<file path="src/rtl/pipe_pkg.sv">
// Shared definitions for the MIPS pipeline stage registers: datapath width,
// per-stage control bundle layouts and the skid-buffer state encoding.
package pipe_pkg;

    // Architectural datapath width of the MIPS core.
    localparam int WIDTH = 32;

    // Control carried from ID into EXE.
    typedef struct packed {
        logic       regwrite;
        logic       memtoreg;
        logic       memwrite;
        logic       alusrc;
        logic       regdst;
        logic [2:0] alucontrol;
    } ctrl_id2exe_t;

    // Control carried from EXE into MEM.
    typedef struct packed {
        logic regwrite;
        logic memtoreg;
        logic memwrite;
    } ctrl_exe2mem_t;

    // Control carried from MEM into WB.
    typedef struct packed {
        logic regwrite;
        logic memtoreg;
    } ctrl_mem2wb_t;

    localparam int CTRL_ID2EXE_W  = $bits(ctrl_id2exe_t);
    localparam int CTRL_EXE2MEM_W = $bits(ctrl_exe2mem_t);
    localparam int CTRL_MEM2WB_W  = $bits(ctrl_mem2wb_t);

    // Occupancy of the two-entry skid register (main entry M, skid entry S).
    localparam logic [1:0] ST_EMPTY = 2'd0;   // nothing held
    localparam logic [1:0] ST_FULL  = 2'd1;   // M holds a beat
    localparam logic [1:0] ST_FULL2 = 2'd2;   // M and S both hold beats

    // Expected next value of a saturating up-counter.
    function automatic logic [63:0] sat_next(input logic [63:0] cur, input logic [63:0] max_val);
        logic [63:0] nxt;
        if (cur >= max_val) begin
            nxt = max_val;
        end else begin
            nxt = cur + 64'd1;
        end
        return nxt;
    endfunction

endpackage

</file>
<file path="src/rtl/pipe_sat_counter.sv">
// Saturating performance counter with a synchronous active-low clear.
module pipe_sat_counter
    import pipe_pkg::*;
#(
    parameter int CNT_W = 16
) (
    input  logic             clk,
    input  logic             clr_n,
    input  logic             inc,
    output logic [CNT_W-1:0] cnt
);

    localparam logic [CNT_W-1:0] CNT_MAX = {CNT_W{1'b1}};

    logic [CNT_W-1:0] cnt_r;

    // Count enabled cycles, holding at the maximum instead of wrapping.
    always_ff @(posedge clk) begin
        if (!clr_n) begin
            cnt_r <= '0;
        end else if (inc && (cnt_r != CNT_MAX)) begin
            cnt_r <= cnt_r + CNT_W'(1'b1);
        end else begin
            cnt_r <= cnt_r;
        end
    end

    assign cnt = cnt_r;

endmodule

</file>
<file path="src/rtl/pipe_stage_reg.sv">
// Elastic pipeline register between two MIPS stages. Carries a control and a
// data bundle with valid/ready backpressure, optional skid entry for full
// throughput with a registered in_ready, synchronous flush, and saturating
// stall/bubble counters. Control is forced to zero whenever no beat is shown,
// so a bubble can never trigger a downstream write.
module pipe_stage_reg
    import pipe_pkg::*;
#(
    parameter int CTRL_W         = 8,
    parameter int DATA_W         = 128,
    parameter int SKID           = 1,
    parameter int FLUSH_CLR_DATA = 0,
    parameter int CNT_W          = 16
) (
    input  logic              clk,
    input  logic              rst,
    input  logic              flush,
    input  logic              in_valid,
    output logic              in_ready,
    input  logic [CTRL_W-1:0] in_ctrl,
    input  logic [DATA_W-1:0] in_data,
    output logic              out_valid,
    input  logic              out_ready,
    output logic [CTRL_W-1:0] out_ctrl,
    output logic [DATA_W-1:0] out_data,
    output logic [CNT_W-1:0]  stall_cnt,
    output logic [CNT_W-1:0]  bubble_cnt
);

    logic              in_ready_s;
    logic              m_valid_s;
    logic              in_fire_s;
    logic              out_fire_s;
    logic [CTRL_W-1:0] m_ctrl_r;
    logic [DATA_W-1:0] m_data_r;

    assign in_fire_s  = in_valid & in_ready_s;
    assign out_fire_s = m_valid_s & out_ready;

    generate
        if (SKID != 0) begin : g_skid
            logic [1:0]        state_r;
            logic [CTRL_W-1:0] s_ctrl_r;
            logic [DATA_W-1:0] s_data_r;

            // Two-entry occupancy machine: M feeds the output, S absorbs the
            // one beat that arrives while downstream stalls.
            always_ff @(posedge clk) begin
                if (!rst) begin
                    state_r  <= ST_EMPTY;
                    m_ctrl_r <= '0;
                    m_data_r <= '0;
                    s_ctrl_r <= '0;
                    s_data_r <= '0;
                end else if (flush) begin
                    state_r  <= ST_EMPTY;
                    m_ctrl_r <= '0;
                    s_ctrl_r <= '0;
                    if (FLUSH_CLR_DATA != 0) begin
                        m_data_r <= '0;
                        s_data_r <= '0;
                    end
                end else begin
                    case (state_r)
                        ST_EMPTY: begin
                            if (in_fire_s) begin
                                m_ctrl_r <= in_ctrl;
                                m_data_r <= in_data;
                                state_r  <= ST_FULL;
                            end
                        end
                        ST_FULL: begin
                            if (in_fire_s && out_fire_s) begin
                                // Replace M in place: no bubble between beats.
                                m_ctrl_r <= in_ctrl;
                                m_data_r <= in_data;
                            end else if (in_fire_s) begin
                                s_ctrl_r <= in_ctrl;
                                s_data_r <= in_data;
                                state_r  <= ST_FULL2;
                            end else if (out_fire_s) begin
                                state_r  <= ST_EMPTY;
                            end
                        end
                        ST_FULL2: begin
                            if (out_fire_s) begin
                                m_ctrl_r <= s_ctrl_r;
                                m_data_r <= s_data_r;
                                state_r  <= ST_FULL;
                            end
                        end
                        default: begin
                            state_r <= ST_EMPTY;
                        end
                    endcase
                end
            end

            // in_ready comes straight from state; flush only gates it.
            assign in_ready_s = (state_r != ST_FULL2) & ~flush;
            assign m_valid_s  = (state_r != ST_EMPTY);
        end else begin : g_single
            logic valid_r;

            // Single entry: loads on accept, empties when drained with no refill.
            always_ff @(posedge clk) begin
                if (!rst) begin
                    valid_r  <= 1'b0;
                    m_ctrl_r <= '0;
                    m_data_r <= '0;
                end else if (flush) begin
                    valid_r  <= 1'b0;
                    m_ctrl_r <= '0;
                    if (FLUSH_CLR_DATA != 0) begin
                        m_data_r <= '0;
                    end
                end else if (in_fire_s) begin
                    valid_r  <= 1'b1;
                    m_ctrl_r <= in_ctrl;
                    m_data_r <= in_data;
                end else if (out_fire_s) begin
                    valid_r  <= 1'b0;
                end
            end

            assign in_ready_s = (~valid_r | out_ready) & ~flush;
            assign m_valid_s  = valid_r;
        end
    endgenerate

    // Bubble rule: control is zero whenever no beat is presented.
    always_comb begin
        out_ctrl = '0;
        if (m_valid_s) begin
            out_ctrl = m_ctrl_r;
        end else begin
            out_ctrl = '0;
        end
    end

    assign in_ready  = in_ready_s;
    assign out_valid = m_valid_s;
    assign out_data  = m_data_r;

    pipe_sat_counter #(.CNT_W(CNT_W)) u_stall_cnt (
        .clk   (clk),
        .clr_n (rst),
        .inc   (m_valid_s & ~out_ready),
        .cnt   (stall_cnt)
    );

    pipe_sat_counter #(.CNT_W(CNT_W)) u_bubble_cnt (
        .clk   (clk),
        .clr_n (rst),
        .inc   (~m_valid_s),
        .cnt   (bubble_cnt)
    );

endmodule

</file>
<file path="config.mk">
export PLATFORM = sky130hd
export DESIGN_NAME = pipe_stage_reg
export DESIGN_NICKNAME = d
export VERILOG_FILES = /design/src/rtl/pipe_pkg.sv /design/src/rtl/pipe_sat_counter.sv /design/src/rtl/pipe_stage_reg.sv
export SDC_FILE = /design/constraint.sdc
export NUM_CORES = 1
export LEC_CHECK = 0
export ABC_AREA = 0
export CAP_MARGIN = 20
export CELL_PAD_IN_SITES_DETAIL_PLACEMENT = 0
export CELL_PAD_IN_SITES_GLOBAL_PLACEMENT = 1
export CORE_MARGIN = 2
export CORE_UTILIZATION = 30
export DETAILED_ROUTE_END_ITERATION = 10
export DONT_BUFFER_PORTS = 1
export GPL_TIMING_DRIVEN = 0
export PLACE_DENSITY = 0.64
export SYNTH_ARGS = -nofsm -noshare
export SYNTH_HDL_FRONTEND = slang
export SYNTH_SLANG_ARGS = --single-unit
export TNS_END_PERCENT = 30
</file>
<file path="constraint.sdc">
create_clock -name clk -period 1.7 [get_ports clk]
set_input_delay 0.34 -clock clk [delete_from_list [all_inputs] [get_ports clk]]
set_output_delay 0.34 -clock clk [all_outputs]
set_load 0.1 [all_outputs]
</file>
==> results.json <==
{
  "outcome": "finished, violations left",
  "violations_in_the_final_reports": "setup timing",
  "detail_route.iter0.violations": 710,
  "grt_usage_pct": 20.05,
  "coreArea_um2": 42980,
  "holdCritPathClass": "input pin to register",
  "synthArstFlopShare_pct": 0,
  "critical_path_cell_count": 5,
  "hold_path_origin": "in_ctrl[4]",
  "drt.antenna.violating_nets": 0,
  "final-max-slew-violation-count": 0,
  "timing.critical_path.cells": "buf_6 -> nand2b_4 -> buf_12 -> buf_12 -> nor2b_4",
  "timing.final.hold_violations": 0,
  "timing.critical_path.buf_inv": 3,
  "ys_seq_area_share_pct": 47.05,
  "cts_max_path_buffers": 3,
  "antenna_violations_before_repair": 0,
  "final_design_area_no_fill_um2": 19250,
  "area_growth_pct": 47.87,
  "post-synth-top-count-cell": "dfxtp_1",
  "leakagePower_uw": 0.007348,
  "max_freq_ghz": 0.4655,
  "pwr_dens_nw_per_um2": 975.6,
  "synth_top_cells_by_count": "306 x dfxtp_1, 291 x nand2_1, 155 x a21oi_1",
  "cts_tree": "yes",
  "grt.overflow.total": 0,
  "diodes": 0,
  "setup_viol_count_final": 187,
  "crit_start": "g_skid.state_r[1]",
  "slowest_delay_ps": 550,
  "relSlewSlack_pct": 17.97,
  "syn_area_per_cell_um2": 8.943,
  "cts.root.buffer_cell": "clkbuf_16",
  "synth_top_cell_by_area": "dfxtp_1",
  "total_of_buffers_placed_on_input_and_output_ports": 0,
  "via_per_inst": 5.313,
  "place.gp.congestion": 0.7745,
  "synth.yosys.warnings": 0,
  "first_pass_grt_wire_length_um": 69990,
  "io_pins": 311,
  "fin_skew_ps": 19.97,
  "post-route-period-util_pct": 126.4,
  "insertion_delay_ps": 550,
  "synth_cells": 1456,
  "clock_pin_slew_of_the_registers_on_the_worst_case_setup_and_hold_paths_ps": 60,
  "timing.critical_path.arrival_ps": 1810,
  "drive_above_1_share_pct": 38.59,
  "critPathLaunchType": "register",
  "netlist_area_um2": 13020,
  "tightest_slew_ps": 1230,
  "numPlacedInstances": 2041,
  "initial_utilization_pct": 30.30,
  "area_fraction_in_compound_gates_after_synthesis_pct": 17.45,
  "final.min_clock_period_ps": 2148,
  "horizontal_extent_of_the_die_um": 212.3,
  "synth_seq_cells": 306,
  "synth_xor_xnor_area_share_pct": 0.06726,
  "post_synth_fa_ha_maj_area_fraction_pct": 0.1922,
  "worst_path_most_repeated_cell": "buf_12",
  "timing.reg2reg.worst_path_depth": 9,
  "synth.top_cells.by_area": "dfxtp_1 47%, mux2i_1 11%, nand2_1 8.4%, a31o_2 8.1%, nor4_1 6.3%",
  "final_cells": 2298,
  "crit-reg2reg-launch": "g_skid.state_r[0]",
  "htreeDepth": 2,
  "routed_wire_length_per_instance_um": 21.26,
  "first_pass_iters": 5,
  "end_kind": "primary output",
  "grt_pass1_vias": 11830,
  "synth_ff_type": "dfxtp_1",
  "syn-num-nets": 1599,
  "grt_start_max_net_pins": 14,
  "cts_buf_count": 36,
  "synth_cell_type_count": 51,
  "synth_enable_flop_cells": 0,
  "fp-row-count": 76,
  "rsz_0062_raised_after_global_routing": "yes",
  "type_of_the_worst_setup_path": "register to primary output",
  "worst_ep_required_time_ps": 1360,
  "total_number_of_vias": 12210,
  "nets_final": 1828,
  "fin_ws_ps": -448.3,
  "dp_hpwl_um": 31120,
  "worst_hold_slack_ps": 51.65,
  "postPlaceCellArea_um2": 13950,
  "drt_wl_total_um": 48850,
  "vdd_ir_drop_max_uv": 695.5,
  "cp_slowest_cell": "nor2b_4",
  "die_h_um": 212.3,
  "largest_family_of_logic_cells_by_synthesized_area": "simple AND/OR/NAND/NOR gates",
  "post_synth_and_or_nand_nor_area_fraction_pct": 19.38,
  "hold_depth": 2,
  "worstPathMaxFanout": 6,
  "cpLargestDelayFamily": "simple AND/OR/NAND/NOR gates",
  "die_area_um2": 45090,
  "synth.area.mux_share_pct": 10.92,
  "numClockSinks": 306,
  "yosys.area.top_type_share_pct": 47.05,
  "max-cap-violations": 0,
  "post-route-drc-count": 0
}
[area by class of cell]
type	instances	area, um2
multi-input cells	999	7572
clock inverters	13	225.2
clock buffers	53	1086
flip-flops and latches	306	6411
plain buffers	140	1097
inverters	7	31.28
repair buffers	195	2100
fillers	4145	23730
well taps	585	732.0
[cell families (layout without fill, tap and decap cells)]
group	Yosys count	after routing
AND/OR/NAND/NOR	523	523
flip-flops	306	306
adder cells (fa/ha/maj)	2	2
AO/OA/AOI/OAI	331	331
buffers and inverters	151	408
multiplexers	142	142
XOR/XNOR	1	1
[cells in the final DEF, fill, tap and decap left out, types with 4 or more instances in the layout]
master and count:
buf_2 10, nor4_2 66, clkbuf_4 10, a31o_2 120, dfxtp_4 33, buf_4 46, nor2_1 15, dfxtp_1 144
dfxtp_2 129, buf_12 16, nand3_4 5, buf_6 23, or4_1 8, a211oi_1 8, nor4_1 27, a21oi_1 153
clkbuf_1 55, nand2_1 290, inv_1 5, nand4_1 11, mux2i_2 15, clkbuf_8 12, clkbuf_2 19, mux2i_1 124
o211ai_1 8, nor4_4 39, a31o_1 8, bufinv_16 6, nand3_1 4, nand2b_1 9, or3_1 7, clkbuf_16 51
and2_4 8, nor3_1 7, clkinv_2 4, buf_8 7, dlygate4sd3_1 137, o31ai_1 13
[per-layer routing]
| metal | vias to the layer above | GRT usage (%) | routed length, um |
|---|---|---|---|
| met1 | 5986 | 25.16 | 20860 |
| met5 | - | 0 | 0 |
| met2 | 323 | 33.42 | 23520 |
| li1 | 5812 | - | - |
| met4 | 0 | 7.306 | 1577 |
| met3 | 88 | 4.845 | 2889 |
[sequential cells by signal, indices dropped and copies added (netlist names)]
signal            cells
g_skid.s_data_r     128
m_ctrl_r              8
g_skid.s_ctrl_r       8
u_stall_cnt.cnt      16
out_data            128
u_bubble_cnt.cnt     16
g_skid.state_r        2
[where the power goes]
group	switching [uW]	internal [uW]	total (uW)
Clock	3240	5350	8590
Sequential	1130	7330	8460
Combinational	947	787	1730
Total	5320	13500	18800
[stage by stage]
| step | setup slack [ps] | total power, uW | setup TNS, ps | utilization [%] |
|---|---|---|---|---|
| after floorplan | -172.7 | 9218 | -875.1 | - |
| after global placement | -1648 | 9538 | -303230 | 32.45 |
| after detailed placement | -1684 | 9553 | -311360 | 32.45 |
| after CTS | -501.6 | 18560 | -53210 | 39.65 |
| after global routing | -494.3 | 19410 | -40530 | 44.80 |
| final | -448.3 | 18790 | -25060 | 44.80 |
[worst register-to-register path, delay by kind of cell, from the launching register on]
kind | cells | cell delay (ps)
and+or+nand+nor | 2 | 350
AOI/OAI and AO/OA | 2 | 470
buffers and inverters | 5 | 770
DFF | 1 | 360
[repair_timing]
action | 4_1_cts | 5_1_grt
buffers inserted | 4 | 39
gates resized for setup | 222 | 359
cloned | 0 | 15
hold endpoints to repair | 137 | 0
setup endpoints to repair | 442 | 312
pin swaps | 8 | 50
hold buffers | 137 | 0
[worst paths after layout]
kind / to / slack, ps
worst max-delay path: in_ready / -450
worst min-delay path: m_ctrl_r[4] / 50
worst max register to register: out_data[108] / -300
worst min register to register: g_skid.s_ctrl_r[5] / 450
Power figures use the tool's default switching activity.
